==> src/rtl/ttt_pkg.sv <==
// Shared codes and state encoding for the tic-tac-toe move sequencer.
package ttt_pkg;

    localparam int NUM_CELLS = 9;
    localparam logic [3:0] MAX_POS = 4'(NUM_CELLS);

    localparam logic [1:0] CELL_EMPTY = 2'b00;
    localparam logic [1:0] CELL_X     = 2'b01;
    localparam logic [1:0] CELL_O     = 2'b10;

    localparam logic [1:0] WIN_NONE = 2'b00;
    localparam logic [1:0] WIN_X    = 2'b01;
    localparam logic [1:0] WIN_O    = 2'b10;

    localparam logic [1:0] RSP_OK    = 2'b00;
    localparam logic [1:0] RSP_OCC   = 2'b01;
    localparam logic [1:0] RSP_RANGE = 2'b10;
    localparam logic [1:0] RSP_TMO   = 2'b11;

    typedef enum logic [2:0] {
        IDLE,
        CHECK,
        ISSUE,
        WAIT,
        OVER
    } state_t;

    function automatic logic pos_in_range(input logic [3:0] pos);
        return (pos >= 4'd1) && (pos <= MAX_POS);
    endfunction

endpackage

==> src/rtl/move_sequencer_if.sv <==
// Move request, core feedback and response signals of the move sequencer.
interface move_sequencer_if;
    logic        mv_valid;
    logic        mv_ready;
    logic [3:0]  mv_pos;
    logic        new_game;
    logic [17:0] board;
    logic [1:0]  win;
    logic        play;
    logic [3:0]  pos_playX;
    logic [3:0]  pos_play0;
    logic        turn;
    logic [3:0]  move_cnt;
    logic        rsp_valid;
    logic [1:0]  rsp_code;
    logic        game_over;
    logic        draw;

    modport slave (
        input  mv_valid, mv_pos, new_game, board, win,
        output mv_ready, play, pos_playX, pos_play0, turn, move_cnt,
               rsp_valid, rsp_code, game_over, draw
    );

    modport master (
        output mv_valid, mv_pos, new_game, board, win,
        input  mv_ready, play, pos_playX, pos_play0, turn, move_cnt,
               rsp_valid, rsp_code, game_over, draw
    );
endinterface

==> src/rtl/cell_select.sv <==
// Picks one 2-bit cell out of the packed board; positions outside 1..9 read as empty.
module cell_select
    import ttt_pkg::*;
(
    input  logic [2*NUM_CELLS-1:0] i_board,
    input  logic [3:0]             i_pos,
    output logic [1:0]             o_cell
);

    logic [1:0] w_cells [NUM_CELLS];

    genvar gi;
    generate
        for (gi = 0; gi < NUM_CELLS; gi++) begin : g_cell
            assign w_cells[gi] = i_board[2*gi +: 2];
        end
    endgenerate

    always_comb begin
        o_cell = CELL_EMPTY;
        for (int i = 0; i < NUM_CELLS; i++) begin
            if (i_pos == 4'(i + 1)) begin
                o_cell = w_cells[i];
            end
        end
    end

endmodule

==> src/rtl/move_sequencer.sv <==
// Tic-tac-toe move front end: checks, strobes and confirms moves, alternating X/O.
// Define SWAP_START_EN to alternate the starting player on every new_game.
module move_sequencer
    import ttt_pkg::*;
#(
    parameter int ACK_TIMEOUT = 8
)
(
    input  logic            clk,
    input  logic            rst,
    move_sequencer_if.slave bus
);

    localparam int TW = (ACK_TIMEOUT > 1) ? $clog2(ACK_TIMEOUT) : 1;
    localparam logic [TW-1:0] TMO_LAST = TW'(ACK_TIMEOUT - 1);

    state_t      r_state, w_state_next;
    logic [3:0]  r_pos_q, w_pos_q_next;
    logic [TW-1:0] r_tmo, w_tmo_next;
    logic        r_mv_ready, w_mv_ready_next;
    logic        r_play, w_play_next;
    logic [3:0]  r_pos_x, w_pos_x_next;
    logic [3:0]  r_pos_o, w_pos_o_next;
    logic        r_turn, w_turn_next;
    logic [3:0]  r_cnt, w_cnt_next;
    logic        r_rsp_valid, w_rsp_valid_next;
    logic [1:0]  r_rsp_code, w_rsp_code_next;
    logic        r_game_over, w_game_over_next;
    logic        r_draw, w_draw_next;
`ifdef SWAP_START_EN
    logic        r_start, w_start_next;
`endif

    logic [1:0]  w_cell;
    logic [1:0]  w_own;
    logic [1:0]  w_other;
    logic        w_win_set;

    cell_select u_cell_select (
        .i_board (bus.board),
        .i_pos   (r_pos_q),
        .o_cell  (w_cell)
    );

    assign w_own     = r_turn ? CELL_O : CELL_X;
    assign w_other   = r_turn ? CELL_X : CELL_O;
    // Code 11 on win is not a real winner and is handled like no win.
    assign w_win_set = (bus.win == WIN_X) || (bus.win == WIN_O);

    always_comb begin
        w_state_next     = r_state;
        w_pos_q_next     = r_pos_q;
        w_tmo_next       = r_tmo;
        w_play_next      = 1'b0;
        w_pos_x_next     = 4'd0;
        w_pos_o_next     = 4'd0;
        w_turn_next      = r_turn;
        w_cnt_next       = r_cnt;
        w_rsp_valid_next = 1'b0;
        w_rsp_code_next  = r_rsp_code;
`ifdef SWAP_START_EN
        w_start_next     = r_start;
`endif

        case (r_state)
            IDLE: begin
                if (w_win_set) begin
                    w_state_next = OVER;
                end else if (bus.mv_valid && r_mv_ready) begin
                    w_pos_q_next = bus.mv_pos;
                    w_state_next = CHECK;
                end
            end
            CHECK: begin
                if (!pos_in_range(r_pos_q)) begin
                    w_rsp_valid_next = 1'b1;
                    w_rsp_code_next  = RSP_RANGE;
                    w_state_next     = IDLE;
                end else if (w_cell != CELL_EMPTY) begin
                    w_rsp_valid_next = 1'b1;
                    w_rsp_code_next  = RSP_OCC;
                    w_state_next     = IDLE;
                end else begin
                    w_state_next = ISSUE;
                end
            end
            ISSUE: begin
                w_play_next = 1'b1;
                if (r_turn) begin
                    w_pos_o_next = r_pos_q;
                end else begin
                    w_pos_x_next = r_pos_q;
                end
                w_tmo_next   = '0;
                w_state_next = WAIT;
            end
            WAIT: begin
                if (w_cell == w_own) begin
                    w_rsp_valid_next = 1'b1;
                    w_rsp_code_next  = RSP_OK;
                    w_cnt_next       = (r_cnt >= MAX_POS) ? MAX_POS : r_cnt + 4'd1;
                    w_turn_next      = ~r_turn;
                    w_state_next     = (w_win_set || (w_cnt_next == MAX_POS)) ? OVER : IDLE;
                end else if ((w_cell == w_other) || (r_tmo == TMO_LAST)) begin
                    w_rsp_valid_next = 1'b1;
                    w_rsp_code_next  = RSP_TMO;
                    w_state_next     = IDLE;
                end else begin
                    w_tmo_next = r_tmo + 1'b1;
                end
            end
            OVER: begin
                w_state_next = OVER;
            end
            default: begin
                w_state_next = IDLE;
            end
        endcase

        // A restart overrides whatever the current state decided above.
        if (bus.new_game) begin
            w_state_next     = IDLE;
            w_cnt_next       = 4'd0;
            w_tmo_next       = '0;
            w_play_next      = 1'b0;
            w_pos_x_next     = 4'd0;
            w_pos_o_next     = 4'd0;
            w_rsp_valid_next = 1'b0;
`ifdef SWAP_START_EN
            w_start_next     = ~r_start;
            w_turn_next      = ~r_start;
`else
            w_turn_next      = 1'b0;
`endif
        end

        w_mv_ready_next  = (w_state_next == IDLE);
        w_game_over_next = (w_state_next == OVER);
        w_draw_next      = (w_state_next == OVER) && !w_win_set && (w_cnt_next == MAX_POS);
    end

    always_ff @(posedge clk) begin
        if (!rst) begin
            r_state     <= IDLE;
            r_pos_q     <= 4'd0;
            r_tmo       <= '0;
            r_mv_ready  <= 1'b1;
            r_play      <= 1'b0;
            r_pos_x     <= 4'd0;
            r_pos_o     <= 4'd0;
            r_turn      <= 1'b0;
            r_cnt       <= 4'd0;
            r_rsp_valid <= 1'b0;
            r_rsp_code  <= RSP_OK;
            r_game_over <= 1'b0;
            r_draw      <= 1'b0;
`ifdef SWAP_START_EN
            r_start     <= 1'b0;
`endif
        end else begin
            r_state     <= w_state_next;
            r_pos_q     <= w_pos_q_next;
            r_tmo       <= w_tmo_next;
            r_mv_ready  <= w_mv_ready_next;
            r_play      <= w_play_next;
            r_pos_x     <= w_pos_x_next;
            r_pos_o     <= w_pos_o_next;
            r_turn      <= w_turn_next;
            r_cnt       <= w_cnt_next;
            r_rsp_valid <= w_rsp_valid_next;
            r_rsp_code  <= w_rsp_code_next;
            r_game_over <= w_game_over_next;
            r_draw      <= w_draw_next;
`ifdef SWAP_START_EN
            r_start     <= w_start_next;
`endif
        end
    end

    assign bus.mv_ready  = r_mv_ready;
    assign bus.play      = r_play;
    assign bus.pos_playX = r_pos_x;
    assign bus.pos_play0 = r_pos_o;
    assign bus.turn      = r_turn;
    assign bus.move_cnt  = r_cnt;
    assign bus.rsp_valid = r_rsp_valid;
    assign bus.rsp_code  = r_rsp_code;
    assign bus.game_over = r_game_over;
    assign bus.draw      = r_draw;

endmodule

==> src/flat_wrapper.sv <==
// flat-port wrapper written by rule: the top's interface ports become plain ports
module move_sequencer_flat import ttt_pkg::*;
#(
    parameter int ACK_TIMEOUT = 8
)
  (clk, rst, bus_mv_valid, bus_mv_pos, bus_new_game, bus_board, bus_win, bus_mv_ready, bus_play, bus_pos_playX, bus_pos_play0, bus_turn, bus_move_cnt, bus_rsp_valid, bus_rsp_code, bus_game_over, bus_draw);
  move_sequencer_if bus_i ();
  input  logic clk;
  input  logic rst;
  input wire logic [$bits(bus_i.mv_valid)-1:0] bus_mv_valid;
  input wire logic [$bits(bus_i.mv_pos)-1:0] bus_mv_pos;
  input wire logic [$bits(bus_i.new_game)-1:0] bus_new_game;
  input wire logic [$bits(bus_i.board)-1:0] bus_board;
  input wire logic [$bits(bus_i.win)-1:0] bus_win;
  output wire logic [$bits(bus_i.mv_ready)-1:0] bus_mv_ready;
  output wire logic [$bits(bus_i.play)-1:0] bus_play;
  output wire logic [$bits(bus_i.pos_playX)-1:0] bus_pos_playX;
  output wire logic [$bits(bus_i.pos_play0)-1:0] bus_pos_play0;
  output wire logic [$bits(bus_i.turn)-1:0] bus_turn;
  output wire logic [$bits(bus_i.move_cnt)-1:0] bus_move_cnt;
  output wire logic [$bits(bus_i.rsp_valid)-1:0] bus_rsp_valid;
  output wire logic [$bits(bus_i.rsp_code)-1:0] bus_rsp_code;
  output wire logic [$bits(bus_i.game_over)-1:0] bus_game_over;
  output wire logic [$bits(bus_i.draw)-1:0] bus_draw;
  assign bus_i.mv_valid = bus_mv_valid;
  assign bus_i.mv_pos = bus_mv_pos;
  assign bus_i.new_game = bus_new_game;
  assign bus_i.board = bus_board;
  assign bus_i.win = bus_win;
  assign bus_mv_ready = bus_i.mv_ready;
  assign bus_play = bus_i.play;
  assign bus_pos_playX = bus_i.pos_playX;
  assign bus_pos_play0 = bus_i.pos_play0;
  assign bus_turn = bus_i.turn;
  assign bus_move_cnt = bus_i.move_cnt;
  assign bus_rsp_valid = bus_i.rsp_valid;
  assign bus_rsp_code = bus_i.rsp_code;
  assign bus_game_over = bus_i.game_over;
  assign bus_draw = bus_i.draw;
  move_sequencer #(.ACK_TIMEOUT(ACK_TIMEOUT)) u_core (.clk(clk), .rst(rst), .bus(bus_i));
endmodule
==> config.mk <==
export PLATFORM = sky130hd
export DESIGN_NAME = move_sequencer_flat
export DESIGN_NICKNAME = d
export VERILOG_FILES = /design/src/rtl/ttt_pkg.sv /design/src/rtl/move_sequencer_if.sv /design/src/rtl/cell_select.sv /design/src/rtl/move_sequencer.sv /design/src/flat_wrapper.sv
export SDC_FILE = /design/constraint.sdc
export NUM_CORES = 1
export LEC_CHECK = 0
export ABC_AREA = 1
export CORE_MARGIN = 1.5
export CORE_UTILIZATION = 50
export CTS_BUF_LIST = sky130_fd_sc_hd__clkbuf_4 sky130_fd_sc_hd__clkbuf_8 sky130_fd_sc_hd__clkbuf_16
export DETAILED_ROUTE_END_ITERATION = 10
export GPL_ROUTABILITY_DRIVEN = 0
export GPL_TIMING_DRIVEN = 0
export PLACE_DENSITY = 0.85
export SYNTH_ARGS = -nofsm -noshare
export SYNTH_HDL_FRONTEND = slang
export SYNTH_SLANG_ARGS = --single-unit
==> constraint.sdc <==
create_clock -name clk -period 2.8 [get_ports clk]
set_input_delay 0.42 -clock clk [delete_from_list [all_inputs] [get_ports clk]]
set_output_delay 0.42 -clock clk [all_outputs]
set_load 0.03 [all_outputs]
* Word-level counts from Yosys, hierarchy flattened *
Cells that the tools add are included.

cells by class
  reductions and logical operators = 20
  add/subtract/negate cells = 2
  equal/unequal tests = 25
  bitwise operators = 4
  magnitude comparators = 3
  multiplexer cells = 38

operators with widths
  kind                                                   number
  2-to-1 mux 2 bit                                       16
  2-to-1 mux 3 bit                                       9
  == test 4 x 3 -> 1 bit, second input constant          4
  == test 4 bit, second input constant                   4
  2-to-1 mux 4 bit                                       4
  one-hot mux 3 bit (5 select lines)                     1
  == test 3 bit, second input constant                   3
  AND reduction 3 bit                                    3
  == test 4 x 2 -> 1 bit, second input constant          2
  OR reduction 4 bit                                     2
  == test 3 x 2 -> 1 bit, second input constant          2
  logical NOT 3 bit                                      2
  one-hot mux 3 bit (2 select lines)                     1
  nonzero test 2 bit                                     3
  2-to-1 mux 1 bit                                       5
  adder 4 x 1 -> 4 bit, second input constant            1
  == test 2 bit                                          2
  == test 4 x 1 -> 1 bit, second input constant          1
  >= comparator 4 x 1 -> 1 bit, second input constant    1
  >= comparator 4 bit, second input constant             1
  less-or-equal comparator 4 bit, second input constant  1
  logical AND 1 bit                                      4
  inequality test 2 bit, second input constant           2
  NOT 1 bit                                              4
  12 further kinds                                       14

word-level totals
  register bits after elaboration = 30
  output and inout bits = 20
  input bits = 28
  word-level logic and storage cells = 105

* Longest topological paths before layout *
  depth after elaboration = 19
  mapped depth = 18
  gate-level depth less buffers = 17

* By module *
A second synthesis with hierarchy kept.

second synthesis, totals
  cell total of the unflattened synthesis = 230
  area, all modules = 1541.5 µm²

by module, submodules not included
  module          cells an instance  area each (µm²)  times used  seq. area each (µm²)
  move_sequencer  181                1316.3           1           600.6
  cell_select     49                 225.2            1           0.0

* Worst setup path before layout *
No wires, ideal clock.

  path kind = reg-to-reg
  start point = reg u_core.r_cnt[0], in the netlist u_core.bus.move_cnt[0]
  end point = reg u_core.r_draw, in the netlist u_core.bus.draw
  path buffers = 0
  arrival time = 1.768 ns
  clock period less this slack = 1.832 ns
  setup slack = 0.968 ns
  data required time = 2.736 ns
  stages on the path, launching flop included = 11
  setup time = 0.064 ns
  cell sequence = dfxtp_1 inv_1 ha_1 a31oi_1 inv_1 o21ai_0 a31oi_1 o21ai_1 and2_1 nand3_1 nor2_1

between the ends
  cells in the longest elaborated chain, start to end = 11
  elaborated cells between the ends (all ways) = 16
  those cells by class = 1 x add/sub; 1 x order compare; 3 x eq/ne; 8 x mux; 3 x reduce/logical

ends and longest elaborated chain
  what                                                         RTL line               text
  start, declared                                              move_sequencer.sv:25   logic [3:0] r_cnt, w_cnt_next;
  start signal, assigned                                       move_sequencer.sv:169  r_cnt <= w_cnt_next;
  adder 4 x 1 -> 4 bit or >= comparator 4 bit (tied branches)  move_sequencer.sv:101  w_cnt_next = (r_cnt >= MAX_POS) ? MAX_POS : r_cnt + 4'd1;
  2-to-1 mux 4 bit                                             move_sequencer.sv:101
  == test 4 bit                                                move_sequencer.sv:103  w_state_next = (w_win_set || (w_cnt_next == MAX_POS)) ? OVER : IDLE;
  logical OR 1 bit                                             move_sequencer.sv:103
  2-to-1 mux 3 bit                                             move_sequencer.sv:103
  2-to-1 mux 3 bit                                             move_sequencer.sv:98   if (w_cell == w_own) begin
  one-hot mux 3 bit (5 select lines)                           move_sequencer.sv:65   case (r_state)
  2-to-1 mux 3 bit                                             move_sequencer.sv:121  if (bus.new_game) begin
  == test 3 bit                                                move_sequencer.sv:139  w_draw_next = (w_state_next == OVER) && !w_win_set && (w_cnt_next == MAX_POS);
  logical AND 1 bit                                            move_sequencer.sv:139
  logical AND 1 bit *                                          move_sequencer.sv:139
  end signal, assigned                                         move_sequencer.sv:173  r_draw <= w_draw_next;
  end, declared                                                move_sequencer.sv:29   logic r_draw, w_draw_next;

Mark *: on every way between the ends. The rest lies on a longest branch, timed or not.
A chain may end at the register's enable or synchronous reset.

* Final worst setup path *
  start point = reg u_core.r_pos_q[0]
  end point = reg u_core.r_rsp_code[0], in the netlist u_core.bus.rsp_code[0]

between the ends
  cells in the longest elaborated chain, start to end = 14
  elaborated cells between the ends (all ways) = 31
  those cells by class = 2 x order compare; 13 x eq/ne; 12 x mux; 4 x reduce/logical

ends and longest elaborated chain
  what                                             RTL line               text
  start, declared                                  move_sequencer.sv:18   logic [3:0] r_pos_q, w_pos_q_next;
  start signal, assigned                           move_sequencer.sv:162  r_pos_q <= w_pos_q_next;
  == test 4 x 1 -> 1 bit                           cell_select.sv:22      if (i_pos == 4'(i + 1)) begin
  2-to-1 mux 2 bit (9 in a row)                    cell_select.sv:22
  == test 2 bit                                    move_sequencer.sv:104  end else if ((w_cell == w_other) || (r_tmo == TMO_LAST)) begin
  logical OR 1 bit                                 move_sequencer.sv:104
  inequality test 3 x 1 -> 1 bit (no source line)  n/a
  AND reduction 3 bit (no source line)             n/a
  end signal, assigned                             move_sequencer.sv:171  r_rsp_code <= w_rsp_code_next;
  end, declared                                    move_sequencer.sv:27   logic [1:0] r_rsp_code, w_rsp_code_next;

Parallel ways exist; a longest one is shown, timed or not.

==> results.cfg <==
[clocking]
postCtsHoldBufs = 0
post_cts_buffers = 0
h-tree-depth = 2
clk_latency_ns = 0.33
clock_sinks = 30
clkTransAtPathRegs_ns = 0.09
cts_buffer_depth = 2
cts-resized-gates = 0
root_buffer = clkbuf_4
cts_tree = yes
cts_made_buffers = 5

[detailed_routing]
drtPass1Iterations = 4
ant_nets = 0
wl_per_cell_um = 11.6
vias = 1557
drt_iter0_drc = 51
drcViolationCount = 0
avgViaCountPerCell = 5.09
drt-total-wl_um = 3550

[final_layout]
area_growth_pct = 36.0
diodes = 0
nNetsFinal = 306
drive_gt1_share_pct = 12.1
fin_util_pct = 70.3

[timing]
layout_worst_path_cycle_share_pct = 70.9
finClkSkew_ns = 0.00870
fin_ws_ns = 0.814
report.final.hold_viol_count = 0
drv_slew = 0
rsz0062_at_grt = no
max_slew_margin_pct = 76.9
tightest_slew_ns = 0.343
fin_crit_ns = 1.99
setup_violations = 0
max_freq_mhz = 504
fin_tns_setup_ns = 0

[power_and_ir_drop]
cellPowerDensity_mw_per_mm2 = 403
p_leak_nw = 0.912
vdd_drop_max_uv = 274
p_total_uw = 852

[floorplan]
die-area_mm2 = 0.00345
die_h_um = 58.7
start_util_pct = 51.7
fp.coreArea_mm2 = 0.00300
die_w_um = 58.7
ioPinCount = 48
rows = 20

[run_status]
outcome = completed

[synthesis]
ys_seq_elements = 30
synth_ff_type = dfxtp_1
netlist_instances = 219
synthTopCellsByArea = dfxtp_1 (39%), inv_1 (8.2%), nor2_1 (8.0%), nand2_1 (7.0%), nand3_2 (4.5%)
yosys-top-cells-count = inv_1 (34), nor2_1 (33), dfxtp_1 (30)
netlist.area_leader.share_pct = 38.7
yosysMostFrequentCell = inv_1
post_synth.cell_area_avg_um2 = 7.09
synthDistinctLibCells = 29
synth_nets = 252
synth_edf_count = 0
async_flop_share_pct = 0
synth_area_mm2 = 0.00155
yosysSeqAreaShare_pct = 38.7
yosysWarnings = 0
synth_area_leader_cell = dfxtp_1

[global_route]
grt_use_total_pct = 21.9
grt-ovfl-total = 0
grt_pass1_wl_um = 5760
antenna_found_initial = 0
grt_pass1_vias = 1419
grt_max_degree = 11

[min_path]
hold_path_class = reg2reg

[critical_path]
cp_max_fo = 7
cp.arrival_ns = 2.21
critPathCaptureType = flip-flop
cp.required_ns = 3.03
worstSetupPathType = reg2reg
critPathLaunchType = flip-flop

[placed_design]
pre_cts_ws_ns = 0.597
hpwlAfterDp_um = 2760
io_buffers = 47

[job]
cap_violations = 0
==> final timing paths <==
| check | to | depth (start not counted) | from | slack (ns) |
|---|---|---|---|---|
| max reg2reg | u_core.bus.rsp_code[0] | 13 | u_core.r_pos_q[0] | 0.81 |
| min | u_core.r_tmo[0] | 1 | u_core.r_tmo[0] | 0.48 |
| min reg2reg | u_core.r_tmo[0] | 1 | u_core.r_tmo[0] | 0.48 |
| max | u_core.bus.rsp_code[0] | 13 | u_core.r_pos_q[0] | 0.81 |
==> flip-flops by register name, indices dropped and copies added, names as in the netlist <==
signal                count
u_core.bus.draw           1
u_core.bus.game_over      1
u_core.bus.move_cnt       4
u_core.bus.mv_ready       1
u_core.bus.play           1
u_core.bus.pos_play0      4
u_core.bus.pos_playX      4
u_core.bus.rsp_code       2
u_core.bus.rsp_valid      1
u_core.bus.turn           1
u_core.r_pos_q            4
u_core.r_state            3
u_core.r_tmo              3
==> cell families (layout without fill, tap and decap cells) <==
logic type	after synthesis	count (layout)	share of synthesized area (%)
simple gates	105	105	33.4
buf+inv	43	97	11.0
compound gates	34	34	11.8
flops	30	30	38.7
fa+ha+maj	5	5	4.03
xor+xnor	2	2	1.13
==> worst max-delay path: stages (launching register included) <==
cell	delay [ns]
dfxtp_1	0.46
inv_2	0.11
nor2_2	0.19
nand3_1	0.13
inv_1	0.07
nor3_1	0.05
nand4_1	0.11
nand3_2	0.13
nand2_1	0.12
nand3_2	0.15
nand2_2	0.14
nor2_2	0.06
o21ai_1	0.12
a21oi_1	0.05
==> layer usage <==
layer / share of wire [%] / GRT usage (%) / vias to the layer above / wire (µm)
li1: - / - / 811 / -
met1: 44 / 23.9 / 698 / 1550
met2: 49 / 39.4 / 45 / 1750
met3: 5.9 / 7.03 / 3 / 211
met4: 0.85 / 7.79 / 0 / 30
met5: 0 / 0 / - / 0
==> layout make-up <==
| type | instances | area, µm² |
|---|---|---|
| fill | 256 | 891 |
| multi-input combinational | 146 | 782 |
| sequential | 30 | 601 |
| timing repair buffer | 47 | 470 |
| inverter | 42 | 159 |
| tap | 33 | 41.3 |
| clock buffer | 5 | 37.5 |
| buffer | 1 | 11.3 |
| clock inverter | 2 | 10.0 |
==> through the flow <==
step / cells / cell area (µm²) / hold WS, ns
2_1_floorplan: 219 / 1550 / 0.428
3_3_place_gp: 299 / 2060 / 0.447
3_5_place_dp: 299 / 2060 / 0.472
4_1_cts: 306 / 2110 / 0.486
5_1_grt: 306 / 2110 / 0.502
6_report: 306 / 2110 / 0.482
==> placed cells by master, fill, tap and decap left out, drive strengths merged, types with 2 or more instances in the layout <==
master / count
inv: 40
a21oi: 11
clkinv: 4
nor3: 7
nor2: 38
and2: 2
nand3: 20
clkdlybuf4s50: 47
nand2: 33
dfxtp: 30
a31oi: 3
clkbuf: 5
nand4: 5
o21ai: 16
ha: 5
==> power by group <==
group | internal (mW) | leakage, nW | switching [mW]
sequential | 0.437 | 0.243 | 0.0114
clock | 0.0899 | 0.0308 | 0.146
combinational | 0.0730 | 0.638 | 0.0948
total | 0.599 | 0.912 | 0.253
(Power assumes the default switching activity.)
